`src/rtl/fifo_write_arbiter.sv`:
```
// Round-robin, burst-holding arbiter sharing one FIFO write port between two producers.
// Optional per-producer accepted-beat counters (cnt0/cnt1) are built when FIFO_ARB_STATS_EN is defined.
module fifo_write_arbiter #(
  parameter int DATA_WIDTH = 8,
  parameter int BURST_LEN  = 4,
  parameter int CNT_WIDTH  = 16
) (
  input  logic                  clk,
  input  logic                  rst,
  input  logic                  req0_valid,
  input  logic [DATA_WIDTH-1:0] req0_data,
  output logic                  req0_ready,
  input  logic                  req1_valid,
  input  logic [DATA_WIDTH-1:0] req1_data,
  output logic                  req1_ready,
  input  logic                  fifo_full,
  output logic                  fifo_wr_en,
  output logic [DATA_WIDTH-1:0] fifo_data_in,
  output logic [1:0]            grant,
  output logic [1:0]            fsm_state
`ifdef FIFO_ARB_STATS_EN
  ,
  output logic [CNT_WIDTH-1:0]  cnt0,
  output logic [CNT_WIDTH-1:0]  cnt1
`endif
);

  // Handshake: a word moves on a cycle where reqN_valid and reqN_ready are both 1;
  // ready is only ever raised for the current owner, and it never depends on a future cycle.

  localparam int BCW = $clog2(BURST_LEN + 1);

  typedef enum logic [1:0] {
    IDLE = 2'd0,
    OWN0 = 2'd1,
    OWN1 = 2'd2
  } state_t;

  state_t           state, state_next;
  logic [BCW-1:0]   beat_cnt, beat_next, beat_inc;
  logic             last_owner, last_next;
  logic             owner_valid, other_valid;
  logic [DATA_WIDTH-1:0] owner_data;
  logic             beat, burst_done, release_now;

  assign fsm_state = state;
  assign beat_inc  = beat_cnt + 1'b1;

  always_comb begin
    owner_valid  = 1'b0;
    other_valid  = 1'b0;
    owner_data   = '0;
    unique case (state)
      OWN0: begin
        owner_valid = req0_valid;
        other_valid = req1_valid;
        owner_data  = req0_data;
      end
      OWN1: begin
        owner_valid = req1_valid;
        other_valid = req0_valid;
        owner_data  = req1_data;
      end
      default: ;
    endcase

    // rst gates the write path combinationally so nothing leaks out during reset
    beat         = !rst && (state != IDLE) && owner_valid && !fifo_full;
    fifo_wr_en   = beat;
    req0_ready   = beat && (state == OWN0);
    req1_ready   = beat && (state == OWN1);
    fifo_data_in = beat ? owner_data : '0;

    burst_done   = beat && (beat_inc == BCW'(BURST_LEN));
    release_now  = (state != IDLE) && (!owner_valid || burst_done);
  end

  always_comb begin
    state_next = state;
    beat_next  = beat_cnt;
    last_next  = last_owner;
    unique case (state)
      IDLE: begin
        if (req0_valid && req1_valid)
          state_next = last_owner ? OWN0 : OWN1;
        else if (req0_valid)
          state_next = OWN0;
        else if (req1_valid)
          state_next = OWN1;
      end
      OWN0, OWN1: begin
        if (release_now) begin
          last_next = (state == OWN1);
          beat_next = '0;
          // Prefer the other producer, then a fresh burst for the same one
          if (other_valid)
            state_next = (state == OWN0) ? OWN1 : OWN0;
          else if (owner_valid)
            state_next = state;
          else
            state_next = IDLE;
        end else if (beat) begin
          beat_next = beat_inc;
        end
      end
      default: state_next = IDLE;
    endcase
  end

  always_ff @(posedge clk) begin
    if (rst) begin
      state      <= IDLE;
      grant      <= 2'b00;
      beat_cnt   <= '0;
      last_owner <= 1'b1;
    end else begin
      state      <= state_next;
      beat_cnt   <= beat_next;
      last_owner <= last_next;
      unique case (state_next)
        OWN0:    grant <= 2'b01;
        OWN1:    grant <= 2'b10;
        default: grant <= 2'b00;
      endcase
    end
  end

`ifdef FIFO_ARB_STATS_EN
  // Saturating counters: stick at all-ones rather than wrapping
  always_ff @(posedge clk) begin
    if (rst) begin
      cnt0 <= '0;
      cnt1 <= '0;
    end else begin
      if (req0_ready && (cnt0 != {CNT_WIDTH{1'b1}}))
        cnt0 <= cnt0 + 1'b1;
      if (req1_ready && (cnt1 != {CNT_WIDTH{1'b1}}))
        cnt1 <= cnt1 + 1'b1;
    end
  end
`endif

endmodule

```
`config.mk`:
```
export PLATFORM = sky130hd
export DESIGN_NAME = fifo_write_arbiter
export DESIGN_NICKNAME = d
export VERILOG_FILES = /design/src/rtl/fifo_write_arbiter.sv
export SDC_FILE = /design/constraint.sdc
export NUM_CORES = 1
export LEC_CHECK = 0
export CAP_MARGIN = 0
export CORE_ASPECT_RATIO = 1.2
export CORE_UTILIZATION = 40
export DETAILED_ROUTE_END_ITERATION = 10
export HOLD_SLACK_MARGIN = 0.05
export PLACE_DENSITY = 0.86
export SLEW_MARGIN = 20
export SYNTH_ARGS = -nofsm -noshare
export SYNTH_HDL_FRONTEND = slang
export SYNTH_SLANG_ARGS = --single-unit
```
`constraint.sdc`:
```
create_clock -name clk -period 3.4 [get_ports clk]
set_clock_uncertainty 0.1 [all_clocks]
set_input_delay 0.68 -clock clk [delete_from_list [all_inputs] [get_ports clk]]
set_output_delay 0.68 -clock clk [all_outputs]
set_load 0.02 [all_outputs]
```
==> results of run 1 <==
==> sequential cells by signal, summed over array words and instances, names as in the netlist <==
name and count:
beat_cnt 3, last_owner 1, grant 2, fsm_state 2
==> metrics by stage <==
stage	utilization	setup slack, ns	cell area [um^2]	setup TNS [ns]	total power, mW
CTS	0.709	-0.00140	1160	-0.00140	0.372
global placement	0.697	-0.0602	1140	-0.346	0.291
detailed placement	0.697	-0.150	1140	-1.01	0.294
finish	0.716	0.112	1180	0	0.369
floorplan	-	0.190	706	0	0.215
global route	0.716	0.0183	1180	0	0.397
==> per-layer routing <==
layer / GRT usage / up-vias / wire length (um)
met2: 0.441 / 39 / 1070
li1: - / 395 / -
met1: 0.209 / 365 / 740
met4: 0.0867 / 0 / 22
met3: 0.112 / 4 / 229
met5: 0 / - / 0
==> critical path, cell delays in order <==
cell	delay (ns)
clkdlybuf4s50_1	0.42
or2_2	0.31
nor3_1	0.24
and2_4	0.25
clkdlybuf4s50_1	0.61
==> synthesized netlist by cell type <==
cell / count
inv_1: 6
mux2_2: 1
nor4_4: 1
nor2_1: 3
dfxtp_1: 8
xor2_1: 1
nand3b_1: 1
nand2b_1: 1
and3b_1: 1
o211a_1: 2
ha_1: 6
o311ai_0: 1
a22o_1: 10
a21o_1: 2
a221oi_1: 1
or2_2: 2
or3_1: 1
a32o_1: 1
nor4_2: 1
and2b_1: 1
nor4b_1: 1
o2bb2ai_1: 1
a22oi_2: 1
a41oi_1: 1
o21a_1: 1
nor3_1: 1
a2111oi_0: 1
a211oi_1: 1
and2_1: 2
nand2_1: 2
a2111oi_2: 1
a21boi_0: 1
o21ai_0: 2
a32oi_1: 1
buf_2: 2
a21oi_1: 2
o21bai_1: 2
nor4bb_1: 2
==> layout make-up <==
type,instances,share of cell area
Inverter,6,0.0191
Clock buffer,3,0.0191
Tap cell,18,0.0191
Timing Repair Buffer,45,0.366
Sequential cell,8,0.136
Multi-Input combinational cell,60,0.440
==> report_power, final <==
part / leakage [nW] / switching, mW / total [mW] / internal (mW)
logic: 0.520 / 0.0914 / 0.185 / 0.0931
registers: 0.0653 / 0.00573 / 0.110 / 0.104
clock network: 0.0138 / 0.0339 / 0.0744 / 0.0405
total: 0.599 / 0.131 / 0.369 / 0.238
==> cells by family (layout without fill, tap and decap cells) <==
kind of cell,after synthesis,after routing
AO/OA/AOI/OAI,32,32
AND/OR/NAND/NOR,20,20
flip-flops,8,8
buffers and inverters,8,54
adder cells (fa/ha/maj),6,6
XOR/XNOR,1,1
multiplexers,1,1
==> path summary, 6_finish.rpt <==
path                      from         end  cells after the start  slack, ns
setup / recovery           rst  req0_ready                      5       0.11
hold / removal      last_owner  last_owner                      2       0.43
setup reg to reg  fsm_state[1]    grant[1]                      8       1.28
hold reg to reg     last_owner  last_owner                      2       0.43
==> timing repair <==
item | 4_1_cts | 5_1_grt
cloned | 0 | 0
setup endpoints to repair | 9 | 5
gates resized for setup | 6 | 5
pin swaps | 0 | 0
==> summary.md, run 1 <==
| Metric | Value |
|---|---|
| Die ar. | just under 2000 um^2 |
| IO Count | 36 |
| RSZ-0062 raised after global routing | no |
| Pwr/cell area | roughly 310 nW/um^2 |
| Worst vdd ir | between 0.2 and 0.3 mV |
| DRC violation total after the first TritonRoute iteration | 9 |
| Synth Warn # | 0 |
| Critical setup path kind | input port to output port |
| Hold Worst Slack | 0.427 ns |
| Area leader, netlist | dfxtp_1 |
| Crit-path max FO | 9 |
| Reg area | roughly 160 um^2 |
| CP endpoint kind | output port |
| Fin crit period | between 3 and 4 ns |
| Drt via density | ~5.7 |
| CP Launch Type | input port |
| Initial Util | 0.430 |
| Area growth from synthesis to layout | 66.7% |
| TritonCTS clock tree | built |
| CTS max path bufs | 2 |
| Routed wire length | 2060 um |
| PortBufs | 35 |
| Synth Net Count | 103 |
| Period utilization | 0.967 |
| Number of max-cap violations | 0 |
| Final setup viols | 0 |
| Die height | 48.0 um |
| H-tree levels | 1 |
| Multiplexer area fraction after synthesis | 0.0160 |
| DR pass1 iterations | 4 |
| Die Wd | around 40 um |
| Aggregate global routing overflow | 0 |
| Main combinational cell family by area after synthesis | compound AO/OA/AOI/OAI gates |
| Finished Layout Cells | 140 |
| Clock Sinks | 8 |
| Setup Buffers After CTS | 0 |
| CP required | around 2.6 ns |
| Post-synthesis sequential area ratio | 0.227 |
| Most frequent cells in the layout | clkdlybuf4s50_1, a22o_1, buf_4 |
| Slew @ Worst Pin | between 0.4 and 0.5 ns |
| Core ar. | between 1500 and 2000 um^2 |
| #FFs+latches synth | 8 |
| Drt drc | 0 |
| Mapped Avg Cell Area | around 9.3 um^2 |
| Proportion of netlist area held by the largest area contributor | 0.227 |
| Leak pwr | ~0.6 nW |
| Share of cells above drive strength 1 | 0.180 |
| GPL Wtd Cong | 0.806 |
| FMAX | roughly 300 MHz |
| Synth Area in Simple Gates | 0.209 |
| Hold Fails Final Rpt | 0 |
| Fill cells | 132 |
| Gr usage total | 0.234 |
| Skew-Pair Late Insertion Delay | ~0.26 ns |
| WP data arrival | 2.51 ns |
| Initial antenna violation count | 0 |
| Synth Area in Compound Gates | 0.383 |
| Synth Area in Adders | 0.106 |
| N_diodes | 0 |
| NumNets Final | around 150 |
| Synth unique cells | 38 |
| Most common cell after layout, fill and taps aside | clkdlybuf4s50_1 |
| Cts bufs inserted | 3 |
| Area occupied by multi-input gates | ~520 um^2 |
| Vias in the first global route | between 700 and 800 |
| Mapped Area | 706 um^2 |
| Status | finished, final reports clean |
| First-pass GRT wire length | 3090 um |
| Post-CTS Hold Fix Bufs | 0 |
| ANT nets after route | 0 |
| Final Slew Violations | 0 |
| Core Rows | 16 |
| Drt wl/cell | around 15 um |
| Top post-synthesis cells by area | dfxtp_1, a22o_1, ha_1, inv_1, nor4_4 |
| Slew Limit Headroom | 0.707 |
| Largest net degree at the start of global routing | 10 |
| Worst-path clk slew | about 0.06 ns |
| XOR/XNOR Fraction of Synth Area | 0.0124 |
| Dpl hpwl | roughly 1700 um |
| Root buf cell | clkbuf_4 |
| Hold/Removal Path Class | register to register |
| Placed insts | approximately 140 |
| Vias | 803 |
| Instance count of the mapped netlist | 76 |
Note: power is estimated with default switching activity, not from simulation.
==> run 2, diff against run 1 <==
- CORE_UTILIZATION: 40 -> 42
- CTS_CLUSTER_SIZE: unset -> 20
- PLACE_DENSITY: 0.86 -> 0.89
==> run 2 against run 1 <==
Compared with the run above:
- largest power group unchanged
- critical path depth is 1 higher
- sequential cell count stayed put
- largest cell class unchanged
- utilization is 7.6 points higher
- worst setup slack better by 0.0094 ns
- register-to-register slack hardly changed
- sequential share of layout area is 0.16 points lower
- highest routed layer unchanged
- first-iteration DRC count grew to 2.6 times the previous value
- die area is 4.5% lower
==> summary.md, run 2 (same netlist as run 1, synthesis figures left out) <==
| Metric | Value |
|---|---|
| Final Slew Violations | 0 (unchanged) |
| DRC violation total after the first TritonRoute iteration | 23 (+14) |
| CP Launch Type | input port |
| Most frequent cells in the layout | clkdlybuf4s50_1, buf_4, a22o_1 |
| N_diodes | 0 (unchanged) |
| Slew Limit Headroom | 0.691 (-0.0159) |
| Max FFs per register | 3 (unchanged) |
| Most common cell after layout, fill and taps aside | clkdlybuf4s50_1 |
| CP endpoint kind | output port |
| Hold Worst Slack | 0.442 ns (+0.0144 ns) |
| FMAX | 305 MHz (+0.29%) |
| IO Count | 36 (unchanged) |
| Dpl hpwl | 1680 um (-1.8%) |
| DR pass1 iterations | 4 (unchanged) |
| Fin util | 0.793 (+0.0760) |
| WP data arrival | 2.50 ns (about the same) |
| Logic pwr share | 0.508 (+0.008) |
| CTS max path bufs | 2 (unchanged) |
| Drt wl/cell | 14.5 um (-1.5%) |
| Core ar. | 1500 um^2 (-8.5%) |
| Vias in the first global route | 860 (+12%) |
| Die Wd | 39.4 um (-2.3%) |
| Fin crit period | 3.28 ns (-0.00942 ns) |
| PortBufs | 35 (unchanged) |
| Switching pwr | 131 uW (-0.39%) |
| Cts bufs inserted | 3 (unchanged) |
| Vias | 812 (+1.1%) |
| Pwr/cell area | 311 nW/um^2 (-1.1%) |
| Aggregate global routing overflow | 0 (unchanged) |
| TritonCTS clock tree | built |
| Number of max-cap violations | 0 (unchanged) |
| First-pass GRT wire length | 3420 um (+10%) |
| GPL Wtd Cong | 0.768 (-4.7%) |
| Largest net degree at the start of global routing | 10 (unchanged) |
| Crit-path max FO | 9 (unchanged) |
| Area growth from synthesis to layout | 68.6% |
| Period utilization | 0.964 (-0.00277) |
| Resized cells post-CTS | 8 (+2) |
| H-tree levels | 1 (unchanged) |
| RSZ-0062 raised after global routing | no |
| Initial antenna violation count | 0 (unchanged) |
| Status | finished, final reports clean |
| Worst-path clk slew | 0.05 ns (about the same) |
| Final setup viols | 0 (unchanged) |
| Drt via density | 5.68 (-1.0%) |
| Post-CTS Hold Fix Bufs | 0 (unchanged) |
| Root buf cell | clkbuf_4 |
| Worst vdd ir | 0.269 mV (+6.9%) |
| Slew @ Worst Pin | 0.460 ns (+0.0219 ns) |
| Hold/Removal Path Class | register to register |
| Core Rows | 15 (-1) |
| Hold Fails Final Rpt | 0 (unchanged) |
| Largest reg by FF count | beat_cnt |
| Share of cells above drive strength 1 | 0.198 (+0.0181) |
| Gr usage total | 0.261 (+0.0269) |
| Critical setup path kind | input port to output port |
| Flop pwr share | 0.299 (about the same) |
| Internal | 239 uW (+0.38%) |
| CP required | 2.62 ns (about the same) |
| Setup Buffers After CTS | 0 (unchanged) |
| Clock Sinks | 8 (unchanged) |
| Skew-Pair Late Insertion Delay | 0.25 ns (about the same) |
| Initial Util | 0.470 (+0.0401) |
| Fill cells | 115 (-13%) |
| Drt drc | 0 (unchanged) |
| Die height | 46.9 um (-2.3%) |
| Clock power share | 0.193 (-0.009) |
| Leak pwr | 0.581 nW (-2.9%) |
| ANT nets after route | 0 (unchanged) |
| Switch share | 0.353 (-0.00174) |
| Routed wire length | 2080 um (+0.63%) |
| Die ar. | 1850 um^2 (-4.5%) |
| NumNets Final | 155 (+2.6%) |
-- run 2: worst max-delay path, stage by stage --
cell and delay (ns):
clkdlybuf4s50_1 0.43, or2_2 0.33, buf_4 0.15, nor4_4 0.11, buf_4 0.19, clkdlybuf4s50_1 0.60
-- run 2: layer usage --
layer	wire, um	share of wire	GRT usage	vias to the layer above
met5	0	0	0	-
met2	1140	0.55	0.508	29
met4	14	0.0067	0.0759	0
met3	129	0.062	0.0664	4
li1	-	-	-	401
met1	794	0.38	0.264	378
-- run 2: power groups by stage --
| stage | sequential, mW | combinational (mW) | clock (mW) |
|---|---|---|---|
| after floorplan | 0.124 | 0.0905 | 0 |
| after global placement | 0.112 | 0.179 | 0 |
| after detailed placement | 0.112 | 0.184 | 0 |
| after CTS | 0.111 | 0.185 | 0.0739 |
| after global routing | 0.112 | 0.203 | 0.0803 |
| final | 0.110 | 0.188 | 0.0714 |
-- run 2: worst paths after layout --
kind	start	end	slack (ns)	cells past startpoint
min reg2reg	beat_cnt[1]	beat_cnt[1]	0.44	1
max	rst	req1_ready	0.12	6
min	beat_cnt[1]	beat_cnt[1]	0.44	1
max reg2reg	fsm_state[1]	grant[1]	1.28	6
-- run 2: through the flow --
stage	power, mW	instance area, um^2	worst slack (ns)	TNS, ns	instances
2_1_floorplan	0.215	706	0.190	0	76
3_3_place_gp	0.292	1170	0.0160	0	140
3_5_place_dp	0.296	1170	-0.0757	-0.521	140
4_1_cts	0.369	1180	0.0426	0	143
5_1_grt	0.395	1190	0.0599	0	143
6_report	0.370	1190	0.122	0	143
-- run 2: final cells by class --
class	count	area (um^2)	share of cell area
inverters	6	22.5	0.0189
repair buffers	49	448	0.376
multi-input cells	60	515	0.433
well taps	17	21.3	0.0179
clock buffers	3	22.5	0.0189
flip-flops and latches	8	160	0.135
==> run 3, diff against run 2 <==
- CORE_UTILIZATION: 42 -> 40
- PLACE_DENSITY: 0.89 -> 0.86
==> results of run 3 <==
The final DEF is identical to that of run 1; final timing and power are the same.
